===== config.mk =====
export PLATFORM = sky130hd
export DESIGN_NAME = pic_icsp_loader_flat
export DESIGN_NICKNAME = d
export VERILOG_FILES = /design/src/rtl/pic_icsp_loader_pkg.sv /design/src/rtl/pic_icsp_loader_if.sv /design/src/rtl/pic_icsp_loader_sync_edge.sv /design/src/rtl/pic_icsp_loader.sv /design/src/flat_wrapper.sv
export SDC_FILE = /design/constraint.sdc
export NUM_CORES = 1
export LEC_CHECK = 0
export CAP_MARGIN = 20
export CORE_ASPECT_RATIO = 1.25
export CORE_MARGIN = 5
export CORE_UTILIZATION = 58
export CTS_CLUSTER_SIZE = 40
export DETAILED_ROUTE_END_ITERATION = 8
export GPL_TIMING_DRIVEN = 0
export MAX_ROUTING_LAYER = met4
export PLACE_DENSITY_LB_ADDON = 0.3
export RECOVER_POWER = 50
export SLEW_MARGIN = 20
export SYNTH_ARGS = -nofsm -noshare
export SYNTH_HDL_FRONTEND = slang
export SYNTH_SLANG_ARGS = --single-unit

===== constraint.sdc =====
create_clock -name clk -period 5.7 [get_ports clk]
set_clock_uncertainty 0.2 [all_clocks]
set_input_delay 1.71 -clock clk [delete_from_list [all_inputs] [get_ports clk]]
set_output_delay 1.71 -clock clk [all_outputs]
set_load 0.03 [all_outputs]

===== src/rtl/pic_icsp_loader_pkg.sv =====
// Shared types and constants for the ICSP program loader.
// Command codes, frame sizes and the loader FSM state type.
package pic_icsp_pkg;

    localparam int CMD_BITS   = 6;
    localparam int FRAME_BITS = 16;
    localparam int WORD_W     = 14;

    localparam logic [CMD_BITS-1:0] CMD_LOAD = 6'h02;
    localparam logic [CMD_BITS-1:0] CMD_READ = 6'h04;
    localparam logic [CMD_BITS-1:0] CMD_INC  = 6'h06;
    localparam logic [CMD_BITS-1:0] CMD_PROG = 6'h08;
    localparam logic [CMD_BITS-1:0] CMD_RSTA = 6'h0B;

    typedef enum logic [2:0] {
        IDLE,
        CMD,
        RX,
        TX,
        WR
    } icsp_state_t;

endpackage


===== src/rtl/pic_icsp_loader_if.sv =====
// Program-memory bus between the loader (master) and progmem (slave).
// Read data is combinational from addr on the memory side.
interface pic_icsp_loader_if #(
    parameter int ADDR_W = 11
);
    import pic_icsp_pkg::*;

    logic [ADDR_W-1:0] addr;
    logic [WORD_W-1:0] wdata;
    logic              we;
    logic [WORD_W-1:0] rdata;

    modport master (output addr, output wdata, output we, input rdata);
    modport slave  (input addr, input wdata, input we, output rdata);

endinterface


===== src/rtl/pic_icsp_loader_sync_edge.sv =====
// Two-flop synchroniser for an asynchronous pin, with registered
// single-cycle rise/fall pulses derived from the synchronised level.
module pic_icsp_sync_edge (
    input  logic clk,
    input  logic rst,
    input  logic d,
    output logic q,
    output logic rise,
    output logic fall
);

    logic meta;
    logic sync;
    logic prev;

    always_ff @(posedge clk) begin
        if (rst) begin
            meta <= 1'b0;
            sync <= 1'b0;
            prev <= 1'b0;
            rise <= 1'b0;
            fall <= 1'b0;
        end else begin
            meta <= d;
            sync <= meta;
            prev <= sync;
            rise <= sync & ~prev;
            fall <= ~sync & prev;
        end
    end

    assign q = sync;

endmodule


===== src/rtl/pic_icsp_loader.sv =====
// ICSP-style serial loader: decodes 6-bit commands from the host and
// writes/reads 14-bit program words while holding the core in reset.
module pic_icsp_loader
    import pic_icsp_pkg::*;
#(
    parameter int ADDR_W      = 11,
    parameter int RELEASE_CYC = 4
) (
    input  logic clk,
    input  logic rst_ext,
    input  logic prog_en,
    input  logic icsp_clk,
    input  logic icsp_data_in,
    output logic icsp_data_out,
    output logic icsp_data_oe,
    output logic core_rst,
    pic_icsp_loader_if.master mem
);

    localparam int REL_W = $clog2(RELEASE_CYC + 2);

    logic pe_sync, pe_rise, pe_fall_unused;
    logic ck_level_unused, ck_rise, ck_fall;
    logic data_sync, data_rise_unused, data_fall_unused;

    pic_icsp_sync_edge u_sync_pe (
        .clk  (clk),
        .rst  (rst_ext),
        .d    (prog_en),
        .q    (pe_sync),
        .rise (pe_rise),
        .fall (pe_fall_unused)
    );

    pic_icsp_sync_edge u_sync_ck (
        .clk  (clk),
        .rst  (rst_ext),
        .d    (icsp_clk),
        .q    (ck_level_unused),
        .rise (ck_rise),
        .fall (ck_fall)
    );

    pic_icsp_sync_edge u_sync_data (
        .clk  (clk),
        .rst  (rst_ext),
        .d    (icsp_data_in),
        .q    (data_sync),
        .rise (data_rise_unused),
        .fall (data_fall_unused)
    );

    icsp_state_t       state, state_next;
    logic [3:0]        bit_cnt, bit_cnt_next;
    logic [15:0]       shreg, shreg_next;
    logic [15:0]       txreg, txreg_next;
    logic [ADDR_W-1:0] addr, addr_next;
    logic [WORD_W-1:0] wdata, wdata_next;
    logic              we, we_next;
    logic              dout, dout_next;
    logic              oe, oe_next;
    logic [REL_W-1:0]  rel_cnt;

    logic [15:0]         frame;
    logic [CMD_BITS-1:0] cmd;

    // Incoming bits enter at the MSB so LSB-first data lands in natural order.
    assign frame = {data_sync, shreg[15:1]};
    assign cmd   = {data_sync, shreg[15:11]};

    always_ff @(posedge clk) begin
        if (rst_ext) begin
            state   <= IDLE;
            bit_cnt <= '0;
            shreg   <= '0;
            txreg   <= '0;
            addr    <= '0;
            wdata   <= '0;
            we      <= 1'b0;
            dout    <= 1'b0;
            oe      <= 1'b0;
        end else begin
            state   <= state_next;
            bit_cnt <= bit_cnt_next;
            shreg   <= shreg_next;
            txreg   <= txreg_next;
            addr    <= addr_next;
            wdata   <= wdata_next;
            we      <= we_next;
            dout    <= dout_next;
            oe      <= oe_next;
        end
    end

    always_comb begin
        state_next   = state;
        bit_cnt_next = bit_cnt;
        shreg_next   = shreg;
        txreg_next   = txreg;
        addr_next    = addr;
        wdata_next   = wdata;
        we_next      = 1'b0;
        dout_next    = dout;
        oe_next      = oe;

        if (!pe_sync) begin
            state_next   = IDLE;
            bit_cnt_next = '0;
            oe_next      = 1'b0;
            dout_next    = 1'b0;
        end else begin
            case (state)
                IDLE: begin
                    if (pe_rise) begin
                        addr_next    = '0;
                        bit_cnt_next = '0;
                        state_next   = CMD;
                    end
                end
                CMD: begin
                    if (ck_fall) begin
                        shreg_next = frame;
                        if (bit_cnt == 4'(CMD_BITS - 1)) begin
                            bit_cnt_next = '0;
                            case (cmd)
                                CMD_LOAD: state_next = RX;
                                CMD_READ: begin
                                    state_next = TX;
                                    txreg_next = {1'b0, mem.rdata, 1'b0};
                                    oe_next    = 1'b1;
                                end
                                CMD_INC:  addr_next  = addr + 1'b1;
                                CMD_PROG: state_next = WR;
                                CMD_RSTA: addr_next  = '0;
                                default:  ;
                            endcase
                        end else begin
                            bit_cnt_next = bit_cnt + 4'd1;
                        end
                    end
                end
                RX: begin
                    if (ck_fall) begin
                        shreg_next = frame;
                        if (bit_cnt == 4'(FRAME_BITS - 1)) begin
                            wdata_next   = frame[WORD_W:1];
                            bit_cnt_next = '0;
                            state_next   = CMD;
                        end else begin
                            bit_cnt_next = bit_cnt + 4'd1;
                        end
                    end
                end
                TX: begin
                    if (ck_rise) begin
                        dout_next  = txreg[0];
                        txreg_next = {1'b0, txreg[15:1]};
                    end
                    if (ck_fall) begin
                        if (bit_cnt == 4'(FRAME_BITS - 1)) begin
                            oe_next      = 1'b0;
                            dout_next    = 1'b0;
                            bit_cnt_next = '0;
                            state_next   = CMD;
                        end else begin
                            bit_cnt_next = bit_cnt + 4'd1;
                        end
                    end
                end
                WR: begin
                    we_next    = 1'b1;
                    state_next = CMD;
                end
                default: state_next = IDLE;
            endcase
        end
    end

    // Counter sits at RELEASE_CYC while programming and drains once prog_en
    // drops; the reset value of 1 stretches core_rst one cycle past rst_ext.
    always_ff @(posedge clk) begin
        if (rst_ext) begin
            rel_cnt <= REL_W'(1);
        end else if (pe_sync) begin
            rel_cnt <= REL_W'(RELEASE_CYC);
        end else if (rel_cnt != '0) begin
            rel_cnt <= rel_cnt - 1'b1;
        end
    end

    assign core_rst      = rst_ext | pe_sync | (rel_cnt != '0);
    assign icsp_data_out = dout;
    assign icsp_data_oe  = oe;
    assign mem.addr      = addr;
    assign mem.wdata     = wdata;
    assign mem.we        = we;

endmodule


===== src/flat_wrapper.sv =====
// flat-port wrapper written by rule: the top's interface ports become plain ports
module pic_icsp_loader_flat import pic_icsp_pkg::*;
#(
    parameter int ADDR_W      = 11,
    parameter int RELEASE_CYC = 4
)
  (clk, rst_ext, prog_en, icsp_clk, icsp_data_in, icsp_data_out, icsp_data_oe, core_rst, mem_addr, mem_wdata, mem_we, mem_rdata);
  pic_icsp_loader_if #(.ADDR_W(ADDR_W)) mem_i ();
  input  logic clk;
  input  logic rst_ext;
  input  logic prog_en;
  input  logic icsp_clk;
  input  logic icsp_data_in;
  output logic icsp_data_out;
  output logic icsp_data_oe;
  output logic core_rst;
  output wire logic [$bits(mem_i.addr)-1:0] mem_addr;
  output wire logic [$bits(mem_i.wdata)-1:0] mem_wdata;
  output wire logic [$bits(mem_i.we)-1:0] mem_we;
  input wire logic [$bits(mem_i.rdata)-1:0] mem_rdata;
  assign mem_addr = mem_i.addr;
  assign mem_wdata = mem_i.wdata;
  assign mem_we = mem_i.we;
  assign mem_i.rdata = mem_rdata;
  pic_icsp_loader #(.ADDR_W(ADDR_W), .RELEASE_CYC(RELEASE_CYC)) u_core (.clk(clk), .rst_ext(rst_ext), .prog_en(prog_en), .icsp_clk(icsp_clk), .icsp_data_in(icsp_data_in), .icsp_data_out(icsp_data_out), .icsp_data_oe(icsp_data_oe), .core_rst(core_rst), .mem(mem_i));
endmodule

Yosys cells after proc, flatten, opt, wreduce, memory -nomap -nowiden
Index checks and enable logic that the tools add are counted.
W data, S select, Z words.
- $add $sub $neg: 3
- multiply operators: 0
- div/mod/pow operators: 0
- magnitude comparators: 0
- equality and inequality tests: 22
- shift-type cells: 0
- mux-type cells: 35
- bitwise operators: 9
- reduce and logical (&&, ||, !) cells: 17
- operator list (kind ; count):
    $mux W16 ; 4
    $pmux W11 S2 ; 2
    $mux W11 ; 3
    $pmux W16 S2 ; 1
    $reduce_and A6 Y1 ; 4
    $mux W3 ; 7
    $mux W4 ; 5
    $eq A6 B3 Y1 const B ; 2
    $eq A6 B4 Y1 const B ; 2
    $pmux W3 S4 ; 1
    $pmux W4 S3 ; 1
    $add A11 B1 Y11 const B ; 1
    $ne A2 B2 Y1 const B ; 5
    $mux W1 ; 9
    $pmux W3 S3 ; 1
    $ne A2 B1 Y1 const B ; 4
    $reduce_and A4 Y1 ; 2
    $reduce_or A2 Y1 ; 4
    $eq A3 B2 Y1 const B ; 2
    $eq A6 B2 Y1 const B ; 1
    $reduce_bool A2 Y1 ; 3
    $reduce_bool A3 Y1 ; 2
    $add A4 B1 Y4 const B ; 1
    $eq A4 B3 Y1 const B ; 1
    12 further kinds ; 18
- register bits after elaboration: 81
- latch bits: 0
- RAM bits: 0
- memory bits (read-only): 0
- input port bits: 19
- output and inout port bits: 29
- logic and storage cells: 108
- memories: 0

Depth between registers and ports, before layout
- depth after elaboration: 5
- mapped depth: 8
- gate-level depth less buffers: 7

Modules after synthesis
From an unflattened synthesis, not the netlist that was laid out.
- cells, all modules: 387
- area total of the unflattened synthesis: 3522.1 µm²
- modules (own cells, without submodules) (module ; times used ; cells each ; area each (µm²) ; seq. area each (µm²)):
    pic_icsp_loader ; 1 ; 357 ; 3120.5 ; 1341.3
    pic_icsp_sync_edge ; 3 ; 10 ; 133.9 ; 100.1

Least setup slack after synthesis
OpenSTA, ideal clock, no wires.
- kind: input -> output
- from: input rst_ext
- to: output core_rst
- arrival: 2606 ps
- data required time: 3790 ps
- path slack: 1184 ps
- stages on the path: 4
- buffers on the path: 2
- cells stage by stage: clkbuf_1 buf_1 nor2_1 nand2_1
- longest elaborated chain between the ends: 2
- RTL lines (item ; RTL line ; RTL):
    start: declaration ; flat_wrapper.sv:10 ; input logic rst_ext;
    $or A1 B1 Y1 (2 in series) ; pic_icsp_loader.sv:191 ; assign core_rst = rst_ext | pe_sync | (rel_cnt != '0);
    end: declaration ; flat_wrapper.sv:16 ; output logic core_rst;
No other way between the ends.

Worst setup path after layout
Same ends and word-level chain as after synthesis.

==> metrics.cfg <==
[detailed_routing]
num_vias=2959
drt-pass1-iter-count=5
drt-wirelength-per-cell_um=14.9
antenna_left=0
first_iter_violations=172
vias_per_cell=5.76
drt_wl_total_um=7660
drc_errors=0

[worst_setup_path]
reg2reg_from=u_core.state[0]
crit_chain=clkdlybuf4s50_1, buf_2, nor2_1, nand2_1, clkdlybuf4s50_1
timing.rr.end=u_core.shreg[9]
worst_setup_path_end_kind=primary output
reg2regPathDepth=7
required_ns=3.79
rrSetupSlack_ns=3.08
slowest_delay_ns=0.78
critPathArrivalTime_ns=3.63
cp_common_cell=clkdlybuf4s50_1
crit_type=primary input to primary output
start_kind=primary input
crit_fanout=13
crit_slowest_cell=clkdlybuf4s50_1

[sta]
rsz0062_at_grt=no
max_freq_mhz=181
finalHoldViolCount=0
whs_ns=0.185
fin_crit_ns=5.54
setup_violations=0
slew_headroom=0.528
slew_violations=0
fin_crit_sh=0.972
worst_pin_slew_ns=0.698

[global_routing]
grt_use_total=0.222
grt_pass1_wl_um=13100
grt_start_max_net_pins=14
grt_pass1_vias=2929
grt_overflow=0
antenna_found_initial=0

[cells_and_area]
utilization=0.728
antennaDiodeCount=0
fillers=455
register_area_um2=1560
area_growth_pct=22.1
drive_gt1_frac=0.0692
multi_input_area_um2=1730
nets=468

[power_and_ir_drop]
p_per_area_nw_per_um2=262
power.static_leakage_nw=1.56
max-vdd-ir-drop_mv=0.174

[hold_path]
holdCritPathClass=flop to flop
holdPathEnd=u_core.u_sync_pe.rise
hold-path-cell-count=1
min_from=u_core.u_sync_pe.prev

[cts]
cts_buffer_depth=2
cts_setup_buffers=0
clk_latency_ns=0.34
cts_made_buffers=9
path_clk_slew_ns=0.08
root_buffer=clkbuf_8
cts_tree=built
clock_sinks=78
htreeDepth=3

[status]
status=finished, final reports clean

[logic_synthesis]
ys_seq_elements=78
synth_warnings=0
synth_flop_cell=dfxtp_1
syn_avg_cell_area_um2=8.93
seq_area_frac_synth=0.453
synth_fp_nets=411
synth_edf_count=0
synthArstFlopShare=0
postSynthCellCount=386
syn_area_um2=3450
ys_types=52

[die]
dieWidth_um=78.9
fp.coreArea_um2=5780
start_util=0.596
die_area_um2=7590
die_h_um=96.2
fp-row-count=31
ios=48

[placement]
place_hpwl_um=5410
finalWeightedCongestion=0.843
port_buffers=47

[job]
drv_cap=0

-- critical path: cells and delay by family --
kind                   cells  cell delay [ns]
buffers and inverters      3             1.77
and+or+nand+nor            2             0.15
-- cells by family (layout without fill, tap and decap cells) --
| group | Yosys count | count (layout) | share of synthesized area |
|---|---|---|---|
| muxes | 29 | 29 | 0.0846 |
| adders and majority gates | 6 | 6 | 0.0218 |
| DFF | 78 | 78 | 0.453 |
| xor gates and xnor gates | 5 | 5 | 0.0127 |
| and+or+nand+nor | 163 | 163 | 0.236 |
| AOI/OAI and AO/OA | 69 | 69 | 0.150 |
| buffers and inverters | 36 | 98 | 0.0418 |
-- worst max-delay path by stage --
stage	startpoint	end	slack, ns	depth (start not counted)
6_report	rst_ext	core_rst	0.16	5
5_1_grt	rst_ext	core_rst	0.07	5
4_1_cts	rst_ext	core_rst	0.15	5
3_5_place_dp	rst_ext	core_rst	-0.17	6
3_3_place_gp	rst_ext	core_rst	-0.14	6
2_1_floorplan	rst_ext	core_rst	1.18	4
-- power breakdown --
group	internal, mW	leakage (nW)	total [mW]	switching [mW]
sequential	0.555	0.630	0.562	0.00689
combinational	0.0368	0.812	0.0828	0.0460
clock	0.260	0.113	0.457	0.198
total	0.852	1.56	1.10	0.251
-- cells in the mapped netlist, drive strengths merged (3+ instances only) --
cell	number	share of area
or3	8	0.015
ha	6	0.022
nand3	7	0.010
buf	4	0.0069
a21oi	21	0.034
nor3	4	0.0087
nor3b	4	0.0087
nand2b	3	0.0054
or4	4	0.0098
and3	4	0.0073
nor2b	12	0.022
nand2	42	0.046
nand4	4	0.0073
a31oi	6	0.011
clkbuf	20	0.022
a211oi	5	0.011
inv	12	0.013
a311oi	13	0.046
o21ai	9	0.013
dfxtp	78	0.45
mux2i	28	0.081
xor2	4	0.010
nor2	59	0.064
-- metal layers --
metal  GRT usage  up-vias  wire length [µm]
met5           -        -                 0
met2       0.385       67              3970
li1            -     1473                 -
met1       0.247     1408              3240
met4      0.0802        0               122
met3      0.0562       11               328
-- placed cells by master (no fill, tap or decap), drive strengths merged, types with 2 or more instances in the layout --
master,Yosys,layout
o22a,2,2
nor2b,12,12
mux2i,28,28
a21oi,21,21
buf,4,3
o21a,2,2
nand2,42,42
o21ai,9,9
bufinv,0,2
a311oi,13,13
or4,4,4
clkdlybuf4s50,0,47
nor2,59,59
and4,2,2
clkinv,0,3
o211ai,2,2
nand4b,2,2
a211oi,5,5
clkbuf,20,31
inv,12,12
nor3b,4,4
or3,8,8
xor2,4,4
nand3,7,7
ha,6,6
nor3,4,4
a31oi,6,6
dfxtp,78,78
nand2b,3,3
o31ai,2,2
and3,4,4
nand4,4,4
-- repair_timing --
action                                  4_1_cts  5_1_grt
endpoints found under the hold margin         0        0
gates resized for setup                       1        0
hold buffers                                  0        0
endpoints found under the setup margin        1        0
-- final cells by class --
| type | count | share of cell area |
|---|---|---|
| clock inverters | 5 | 0.0196 |
| repair buffers | 47 | 0.112 |
| inverters | 12 | 0.0107 |
| clock buffers | 11 | 0.0336 |
| plain buffers | 23 | 0.0229 |
| multi-input cells | 272 | 0.411 |
| flip-flops and latches | 78 | 0.371 |
| well taps | 66 | 0.0196 |
-- registers in the layout, summed over array words and instances, names as in the netlist, 3 cells and up --
signal and flops:
u_core.txreg 15, u_core.mem.wdata 14, u_core.shreg 14, u_core.mem.addr 11
u_core.bit_cnt 4, u_core.rel_cnt 3, u_core.state 3
-- through the flow --
step	power [mW]	instances	setup WS [ns]	area [µm²]	setup TNS [ns]
after floorplan	0.625	386	1.18	3450	0
after global placement	0.651	499	-0.135	4000	-0.135
after detailed placement	0.657	499	-0.172	4000	-0.172
after CTS	1.11	514	0.146	4220	0
after global routing	1.15	514	0.0688	4210	0
final	1.10	514	0.162	4210	0
No activity file was read; power rests on OpenSTA's default activity.
